File: src/rtl/data_lsu_pkg.sv
// Shared definitions for the data load/store unit: width codes, FSM states,
// default RAM size and request-decode helpers.
package data_lsu_pkg;

    localparam int MEM_WORDS_DEFAULT = 1024;

    localparam logic [2:0] F3_B  = 3'b000;
    localparam logic [2:0] F3_H  = 3'b001;
    localparam logic [2:0] F3_W  = 3'b010;
    localparam logic [2:0] F3_BU = 3'b100;
    localparam logic [2:0] F3_HU = 3'b101;

    typedef enum logic [2:0] {
        ST_IDLE   = 3'd0,
        ST_LOAD   = 3'd1,
        ST_STORE  = 3'd2,
        ST_RMW_RD = 3'd3,
        ST_RMW_WR = 3'd4,
        ST_RESP   = 3'd5
    } state_e;

    // Stores only have signed-style codes; bu/hu make no sense for a write.
    function automatic logic f3_legal(input logic is_store, input logic [2:0] f3);
        logic ok;
        ok = (f3 == F3_B) || (f3 == F3_H) || (f3 == F3_W);
        if (!is_store) begin
            ok = ok || (f3 == F3_BU) || (f3 == F3_HU);
        end
        return ok;
    endfunction

    function automatic logic f3_misaligned(input logic [2:0] f3, input logic [1:0] off);
        logic bad;
        bad = 1'b0;
        case (f3)
            F3_H, F3_HU: bad = off[0];
            F3_W:        bad = (off != 2'b00);
            default:     bad = 1'b0;
        endcase
        return bad;
    endfunction

endpackage

File: src/rtl/lsu_lane_align.sv
// Byte-lane steering: extracts/extends load data and merges sub-word store
// data into a full RAM word. Purely combinational.
module lsu_lane_align
    import data_lsu_pkg::*;
(
    input  logic [31:0] word_i,
    input  logic [31:0] wdata_i,
    input  logic [1:0]  offset_i,
    input  logic [2:0]  funct3_i,
    output logic [31:0] load_o,
    output logic [31:0] merge_o
);

    logic [7:0]  byte_sel;
    logic [15:0] half_sel;

    always_comb begin
        byte_sel = word_i[7:0];
        case (offset_i)
            2'd0: byte_sel = word_i[7:0];
            2'd1: byte_sel = word_i[15:8];
            2'd2: byte_sel = word_i[23:16];
            2'd3: byte_sel = word_i[31:24];
            default: byte_sel = word_i[7:0];
        endcase
        half_sel = offset_i[1] ? word_i[31:16] : word_i[15:0];
    end

    always_comb begin
        load_o = word_i;
        case (funct3_i)
            F3_B:    load_o = {{24{byte_sel[7]}}, byte_sel};
            F3_BU:   load_o = {24'h0, byte_sel};
            F3_H:    load_o = {{16{half_sel[15]}}, half_sel};
            F3_HU:   load_o = {16'h0, half_sel};
            default: load_o = word_i;
        endcase
    end

    always_comb begin
        merge_o = word_i;
        case (funct3_i)
            F3_B: begin
                case (offset_i)
                    2'd0: merge_o[7:0]   = wdata_i[7:0];
                    2'd1: merge_o[15:8]  = wdata_i[7:0];
                    2'd2: merge_o[23:16] = wdata_i[7:0];
                    2'd3: merge_o[31:24] = wdata_i[7:0];
                    default: merge_o = word_i;
                endcase
            end
            F3_H: begin
                if (offset_i[1]) merge_o[31:16] = wdata_i[15:0];
                else             merge_o[15:0]  = wdata_i[15:0];
            end
            default: merge_o = wdata_i;
        endcase
    end

endmodule

File: src/rtl/data_lsu.sv
// Load/store initiator for a word-organised data RAM; sub-word stores are
// done as read-modify-write. One request in flight at a time.
module data_lsu
    import data_lsu_pkg::*;
#(
    parameter int MEM_WORDS = MEM_WORDS_DEFAULT
) (
    input  logic        clk,
    input  logic        rst_n,
    input  logic        req_valid,
    output logic        req_ready,
    input  logic        req_we,
    input  logic [2:0]  req_funct3,
    input  logic [31:0] req_addr,
    input  logic [31:0] req_wdata,
    output logic        rsp_valid,
    output logic        rsp_err,
    output logic [31:0] rsp_rdata,
    output logic        ram_we,
    output logic        ram_re,
    output logic [31:0] ram_a,
    output logic [31:0] ram_wd,
    input  logic [31:0] ram_rd,
    output state_e      dbg_state
);

    // Handshake: a request transfers on a rising edge with req_valid && req_ready;
    // req_ready is high only in IDLE. The response is a single-cycle rsp_valid
    // pulse with no backpressure; rsp_err/rsp_rdata hold until the next response.

    localparam logic [31:0] WORD_LIMIT = 32'(MEM_WORDS);

    state_e      state_q, state_d;
    logic        we_q, we_d;
    logic [2:0]  f3_q, f3_d;
    logic [31:0] addr_q, addr_d;
    logic [31:0] wdata_q, wdata_d;
    logic [31:0] merge_q, merge_d;
    logic [31:0] rdata_q, rdata_d;
    logic        err_q, err_d;

    logic        req_err;
    logic [31:0] word_idx;
    logic [31:0] lane_word;
    logic [31:0] lane_load;
    logic [31:0] lane_merge;

    assign req_err = !f3_legal(req_we, req_funct3)
                   || f3_misaligned(req_funct3, req_addr[1:0])
                   || ({2'b00, req_addr[31:2]} >= WORD_LIMIT);

    assign word_idx  = {2'b00, addr_q[31:2]};
    // The aligner sees live RAM data while loading and the saved word while merging.
    assign lane_word = (state_q == ST_LOAD) ? ram_rd : merge_q;

    lsu_lane_align u_align (
        .word_i   (lane_word),
        .wdata_i  (wdata_q),
        .offset_i (addr_q[1:0]),
        .funct3_i (f3_q),
        .load_o   (lane_load),
        .merge_o  (lane_merge)
    );

    always_comb begin
        state_d   = state_q;
        we_d      = we_q;
        f3_d      = f3_q;
        addr_d    = addr_q;
        wdata_d   = wdata_q;
        merge_d   = merge_q;
        rdata_d   = rdata_q;
        err_d     = err_q;
        req_ready = (state_q == ST_IDLE);
        rsp_valid = 1'b0;
        ram_we    = 1'b0;
        ram_re    = 1'b0;
        ram_a     = 32'h0;
        ram_wd    = 32'h0;

        case (state_q)
            ST_IDLE: begin
                if (req_valid) begin
                    we_d    = req_we;
                    f3_d    = req_funct3;
                    addr_d  = req_addr;
                    wdata_d = req_wdata;
                    if (req_err) begin
                        err_d   = 1'b1;
                        rdata_d = 32'h0;
                        state_d = ST_RESP;
                    end else if (!req_we) begin
                        state_d = ST_LOAD;
                    end else if (req_funct3 == F3_W) begin
                        state_d = ST_STORE;
                    end else begin
                        state_d = ST_RMW_RD;
                    end
                end
            end
            ST_LOAD: begin
                ram_re  = 1'b1;
                ram_a   = word_idx;
                rdata_d = lane_load;
                err_d   = 1'b0;
                state_d = ST_RESP;
            end
            ST_STORE: begin
                ram_we  = 1'b1;
                ram_a   = word_idx;
                ram_wd  = wdata_q;
                rdata_d = 32'h0;
                err_d   = 1'b0;
                state_d = ST_RESP;
            end
            ST_RMW_RD: begin
                ram_re  = 1'b1;
                ram_a   = word_idx;
                merge_d = ram_rd;
                state_d = ST_RMW_WR;
            end
            ST_RMW_WR: begin
                ram_we  = 1'b1;
                ram_a   = word_idx;
                ram_wd  = lane_merge;
                rdata_d = 32'h0;
                err_d   = 1'b0;
                state_d = ST_RESP;
            end
            ST_RESP: begin
                rsp_valid = 1'b1;
                state_d   = ST_IDLE;
            end
            default: state_d = ST_IDLE;
        endcase
    end

    always_ff @(posedge clk or negedge rst_n) begin
        if (!rst_n) begin
            state_q <= ST_IDLE;
            we_q    <= 1'b0;
            f3_q    <= 3'b000;
            addr_q  <= 32'h0;
            wdata_q <= 32'h0;
            merge_q <= 32'h0;
            rdata_q <= 32'h0;
            err_q   <= 1'b0;
        end else begin
            state_q <= state_d;
            we_q    <= we_d;
            f3_q    <= f3_d;
            addr_q  <= addr_d;
            wdata_q <= wdata_d;
            merge_q <= merge_d;
            rdata_q <= rdata_d;
            err_q   <= err_d;
        end
    end

    assign rsp_err   = err_q;
    assign rsp_rdata = rdata_q;
    assign dbg_state = state_q;

endmodule
File: config.mk
export PLATFORM = sky130hd
export DESIGN_NAME = data_lsu
export DESIGN_NICKNAME = d
export VERILOG_FILES = /design/src/rtl/data_lsu_pkg.sv /design/src/rtl/lsu_lane_align.sv /design/src/rtl/data_lsu.sv
export SDC_FILE = /design/constraint.sdc
export NUM_CORES = 1
export LEC_CHECK = 0
export BUFFER_PORTS_ARGS = -buffer_cell sky130_fd_sc_hd__buf_2
export CORE_MARGIN = 1.5
export CORE_UTILIZATION = 47
export CTS_CLUSTER_DIAMETER = 150
export DETAILED_ROUTE_END_ITERATION = 16
export PLACE_DENSITY_LB_ADDON = 0.2
export SYNTH_ARGS = -nofsm -noshare
export SYNTH_HDL_FRONTEND = slang
export SYNTH_SLANG_ARGS = --single-unit
File: constraint.sdc
create_clock -name clk -period 2.3 [get_ports clk]
set_input_delay 0.115 -clock clk [delete_from_list [all_inputs] [get_ports clk]]
set_output_delay 0.115 -clock clk [all_outputs]
set_load 0.01 [all_outputs]
==> results of run 1 <==
-- synthesized netlist by cell type, drive strengths merged (3+ instances only) --
cell type  instances
buf               12
nand2            244
nor4              10
dfrtp            135
a22o              20
clkbuf            40
o221ai            17
o22ai              9
inv               28
and2              34
o211ai             8
a31oi              4
nor2b             11
or3                8
o21ai             23
nand2b             4
o32ai              7
o311ai            17
or2                3
mux2              44
a21oi             24
a21o              11
a211oi             7
mux2i             18
a221oi             7
nor2               8
nand3              3
-- stage by stage --
stage | cell area [um2] | std cells
after floorplan | 7070 | 775
after global placement | 8410 | 1144
after detailed placement | 8410 | 1144
after CTS | 10200 | 1282
after global routing | 10400 | 1287
final | 10400 | 1287
-- per-layer routing --
layer / wire [um] / part of all wire
met5: 0 / 0
met4: 613 / 0.026
met3: 1660 / 0.070
met2: 11400 / 0.48
met1: 10200 / 0.43
-- final timing paths --
check / start / endpoint / slack [ns] / depth (start not counted)
worst max-delay path: dbg_state[1] / ram_wd[27] / -0.11 / 7
worst min-delay path: ram_rd[20] / rsp_rdata[20] / 0.01 / 3
worst max register to register: dbg_state[1] / rsp_rdata[7] / -0.10 / 7
worst min register to register: addr_q[27] / addr_q[27] / 0.46 / 2
max in group asynchronous: rst_n / rsp_rdata[24] / 1.43 / 3
min in group asynchronous: rst_n / addr_q[15] / 0.23 / 2
-- area by class of cell --
| cell class | count | area (um2) | share of cell area |
|---|---|---|---|
| clock inverters | 9 | 52.6 | 0.00506 |
| well taps | 184 | 230 | 0.0222 |
| inverters | 28 | 105 | 0.0101 |
| repair buffers | 348 | 2430 | 0.234 |
| multi-input cells | 561 | 3710 | 0.357 |
| flip-flops and latches | 135 | 3380 | 0.326 |
| clock buffers | 22 | 474 | 0.0457 |
-- worst min-delay path: cells and delay by family --
family / cells / cell delay (ns)
buffers and inverters: 1 / 0.15
AO/OA/AOI/OAI: 1 / 0.07
AND/OR/NAND/NOR: 1 / 0.07
-- state kept, by name, summed over array words and instances, names as in the netlist --
register / flops
f3_q: 3
rsp_rdata: 32
dbg_state: 3
addr_q: 32
wdata_q: 32
merge_q: 32
rsp_err: 1
-- logic make-up after synthesis --
group	count (synthesis)	synth area share
mux	64	0.103
buf+inv	80	0.0475
compound gates	160	0.164
simple gates	333	0.206
other cells	1	0.000531
xor+xnor	1	0.00124
flops	135	0.478
-- report_power, final --
group	switching [mW]	leakage, nW	internal (mW)
combinational	3.64	3.23	2.74
sequential	0.594	1.68	3.16
clock	1.02	0.257	1.44
total	5.26	5.17	7.34
-- what timing repair did --
action,CTS,global route
hold endpoints to repair,165,0
hold buffers,92,0
setup endpoints to repair,31,87
cloned,0,1
setup buffers,15,4
resized for setup,60,45
pin swaps,9,13
==> impl_metrics.tcl, run 1 <==
set metrics [dict create \
    status "complete, but fails checks" \
    failed_checks "setup timing" \
    vdd_drop_max_mv 0.727 \
    final_nets 1194 \
    power_density_nw_per_um2 1210 \
    fp-row-count 44 \
    htree_levels 4 \
    fp.coreArea_um2 14600 \
    ant_nets 0 \
    tns_ns -1.27 \
    path_buf_inv 2 \
    cp.required_ns 2.18 \
    rsz0062_at_grt "yes" \
    die_area_um2 15800 \
    fin_crit_ns 2.41 \
    cp-start-kind "register" \
    wl_um 23900 \
    worstPathArrival_ns 2.30 \
    vias 7265 \
    syn_avg_cell_area_um2 9.13 \
    yosys.area.top_type "dfrtp_1" \
    synth_ff_type "dfrtp_1" \
    ios 207 \
    period_share 1.05 \
    synth_top_area_share 0.478 \
    wl_per_cell_um 18.6 \
    grt_pass1_vias 6929 \
    cap_viol_max_count 0 \
    ys.warnings.count 0 \
    use_met1 0.410 \
    setup_viol 21 \
    grt_max_degree 64 \
    seq_area_frac_synth 0.478 \
    track_usage 0.297 \
    n_antenna_cell 0 \
    worstSkewPairLatency_ns 0.43 \
    yosys-top-cells-area "dfrtp_1, nand2_1, mux2_2, and2_1, mux2i_1" \
    slew_headroom 0.357 \
    hold_path_class "primary input to register" \
    cts_buffer_depth 2 \
    gp_congestion 0.918 \
    power_leakage_nw 5.17 \
    grt_overflow 0 \
    worstMarginPinSlew_ns 0.955 \
    drive_above_1_share 0.352 \
    cts.sinks 135 \
    synth-seq-cells 135 \
    die_w_um 126 \
    final_cell_mix "nand2_1, buf_2, dfrtp_1" \
    cp_max_fo 10 \
    viasPerCell 5.64 \
    first_pass_iters 5 \
    worst_clock_skew_ns 0.00860 \
    numCtsBuffers 17 \
    synth_cells 774 \
    crit_type "register to output port" \
    final_common_cell "nand2_1" \
    async_flop_share 1.00 \
    max_freq_mhz 415 \
    fill_cells 1073 \
    setup_slack_ns -0.112 \
    grt_pass1_wl_um 36700 \
    start_util 0.484 \
    fin_hold_ws_ns 0.00977 \
    path_delay_family "simple AND/OR/NAND/NOR gates" \
    drc 0 \
    dp_hpwl_um 15200 \
    cts_tree "done" \
    use_met3 0.0637 \
    synth_edf_count 0 \
    syn_area_um2 7070 \
    clkTransAtPathRegs_ns 0.06 \
    critical_path.max_stage_delay_ns 0.43 \
    cts_root_buf "clkbuf_16" \
    io_buffers 204 \
    die_h_um 126 \
    ys_types 45 \
    critPathSlowestCell "or3b_4" \
    use_met2 0.469 \
    critPathCaptureType "output port" \
    pre_cts_slack_ns 0.0154 \
    finish.utilization 0.712 \
    grt-busiest-layer "met2" \
    drv_slew 0 \
    area_growth_pct 47.0 \
    total_power_mw 12.6 \
    drt_iter0_drc 558 \
    antenna_found_initial 0 \
    crit_chain "or3b_4 > buf_12 > mux2_4 > o221ai_4 > a21oi_2 > a21o_1 > buf_2" \
    hold_viol 0 \
]
(Power assumes the default switching activity.)
==> run 2, diff against run 1 <==
==> constraint.sdc (replaced) <==
create_clock -name clk -period 2.3 [get_ports clk]
set_input_delay 0.23 -clock clk [delete_from_list [all_inputs] [get_ports clk]]
set_output_delay 0.23 -clock clk [all_outputs]
set_load 0.005 [all_outputs]
==> run 2 against run 1 <==
The run still ends with setup timing left. Critical path depth unchanged. Cell count down 4.7%. Worst setup slack worse by 0.17 ns. Global-route usage down 0.76 points. Maximum frequency down 6.6%. Critical endpoint is now ram_wd[28].
==> impl_metrics.tcl, run 2 (same netlist as run 1, synthesis figures left out) <==
set metrics [dict create \
    status "complete, but fails checks" \
    failed_checks "setup timing" \
    power_density_nw_per_um2 1300 \
    cp-start-kind "register" \
    worstSkewPairLatency_ns 0.42 \
    setup_viol 22 \
    first_pass_iters 5 \
    cts_tree "done" \
    antenna_found_initial 0 \
    final_nets 1133 \
    wl_um 23000 \
    hold_viol 0 \
    die_area_um2 15800 \
    crit_type "register to output port" \
    cts.sinks 135 \
    cp_max_fo 6 \
    track_usage 0.289 \
    drv_slew 0 \
    grt_max_degree 47 \
    cts_root_buf "clkbuf_16" \
    grt_pass1_wl_um 35800 \
    area_growth_pct 41.2 \
    r2r_slack_ns 0.01 \
    vias 6927 \
    pre_cts_slack_ns 0.0350 \
    hold_path_depth 3 \
    p_comb_frac 0.482 \
    grt_overflow 0 \
    worstMarginPinSlew_ns 0.919 \
    finish.utilization 0.684 \
    die_w_um 126 \
    crit_start "dbg_state[2]" \
    rr_worst_depth 6 \
    final_cell_mix "nand2_1, buf_2, dfrtp_1" \
    clkTransAtPathRegs_ns 0.06 \
    dp_hpwl_um 15600 \
    fp-row-count 44 \
    ant_nets 0 \
    grt_pass1_vias 6646 \
    p_int_mw 7.94 \
    wl_per_cell_um 18.8 \
    fin_crit_ns 2.58 \
    place_area_um2 8430 \
    r2r-end "rsp_rdata[8]" \
    fp.coreArea_um2 14600 \
    viasPerCell 5.65 \
    cp.required_ns 2.07 \
    switching_share 0.387 \
    ios 207 \
    hold_path_class "primary input to register" \
    final_cell_area_um2 9970 \
    cap_viol_max_count 0 \
    n_antenna_cell 0 \
    final_common_cell "nand2_1" \
    drc 0 \
    numCtsBuffers 17 \
    cts_buffer_depth 2 \
    period_share 1.12 \
    critPathCaptureType "output port" \
    start_util 0.484 \
    io_buffers 204 \
    endpoint "ram_wd[28]" \
    htree_levels 4 \
    drive_above_1_share 0.382 \
    p_switching_mw 5.01 \
    setup_slack_ns -0.283 \
    drt_iter0_drc 540 \
    die_h_um 126 \
    rsz0062_at_grt "yes" \
    worst_clock_skew_ns 0.0106 \
    max_freq_mhz 387 \
    vdd_drop_max_mv 0.717 \
    worstPathArrival_ns 2.35 \
    slew_headroom 0.381 \
    r2r_start "dbg_state[2]" \
    power.share.sequential 0.288 \
    gp_congestion 0.908 \
    clockPowerShare 0.230 \
    power_leakage_nw 4.98 \
    fin_hold_ws_ns 0.00651 \
]
[run 2: cell types whose count changed in the layout (fill, tap and decap cells not counted), moves of 4 or more]
cell,change
o311ai_0,+16
clkinv_2,-5
buf_4,-7
o311ai_1,-16
bufinv_16,+4
buf_6,+6
dlygate4sd3_1,-65
mux2i_4,+4
[run 2: metrics by stage]
| step | setup TNS [ns] | cells | power [mW] |
|---|---|---|---|
| after global placement | 0 | 1147 | 8.70 |
| after CTS | -2.66 | 1217 | 12.3 |
| after floorplan | 0 | 775 | 6.67 |
| final | -3.39 | 1227 | 13.0 |
| after detailed placement | 0 | 1147 | 8.78 |
| after global routing | -5.86 | 1227 | 13.7 |
[run 2: final cells by class]
class                      count  area (um2)
clock buffer                  22         484
fill                        1157        4610
sequential                   135        3380
clock inverter                10         165
multi-input combinational    561        3740
tap                          184         230
timing repair buffer         287        1870
inverter                      28         105
[run 2: worst min-delay path by stage]
stage	slack, ns	to	start
4_1_cts	0.002	wdata_q[3]	req_wdata[3]
6_report	0.007	wdata_q[3]	req_wdata[3]
2_1_floorplan	-0.07	addr_q[0]	rst_n
3_3_place_gp	0.18	rsp_err	rst_n
3_5_place_dp	0.18	rsp_err	rst_n
5_1_grt	0.001	wdata_q[3]	req_wdata[3]
[run 2: routing by layer]
layer | up-vias | global-route usage | wire length, um
met2 | 311 | 0.435 | 10700
li1 | 3222 | - | -
met4 | 0 | 0.0969 | 507
met3 | 41 | 0.0680 | 1850
met1 | 3353 | 0.414 | 9970
met5 | - | 0 | 0
[run 2: power by group through the flow]
stage,combinational [mW],clock (mW),sequential [mW]
5_1_grt,6.76,3.14,3.82
2_1_floorplan,3.11,0,3.56
3_5_place_dp,5.07,0,3.71
6_report,6.24,2.98,3.73
4_1_cts,5.60,3.01,3.70
3_3_place_gp,5.01,0,3.69
[run 2: worst max-delay path, stage by stage (launching register included)]
cell	delay [ns]
dfrtp_1	0.37
or3b_4	0.48
buf_12	0.17
mux2_2	0.32
o22ai_1	0.18
a21oi_1	0.12
a21o_1	0.16
buf_2	0.12
[run 2: repair_timing]
item,4_1_cts,5_1_grt
cloned,1,2
hold endpoints to repair,65,0
resized for setup,48,54
setup endpoints to repair,51,72
setup buffers,10,8
pin swaps,5,12
hold buffers,27,0
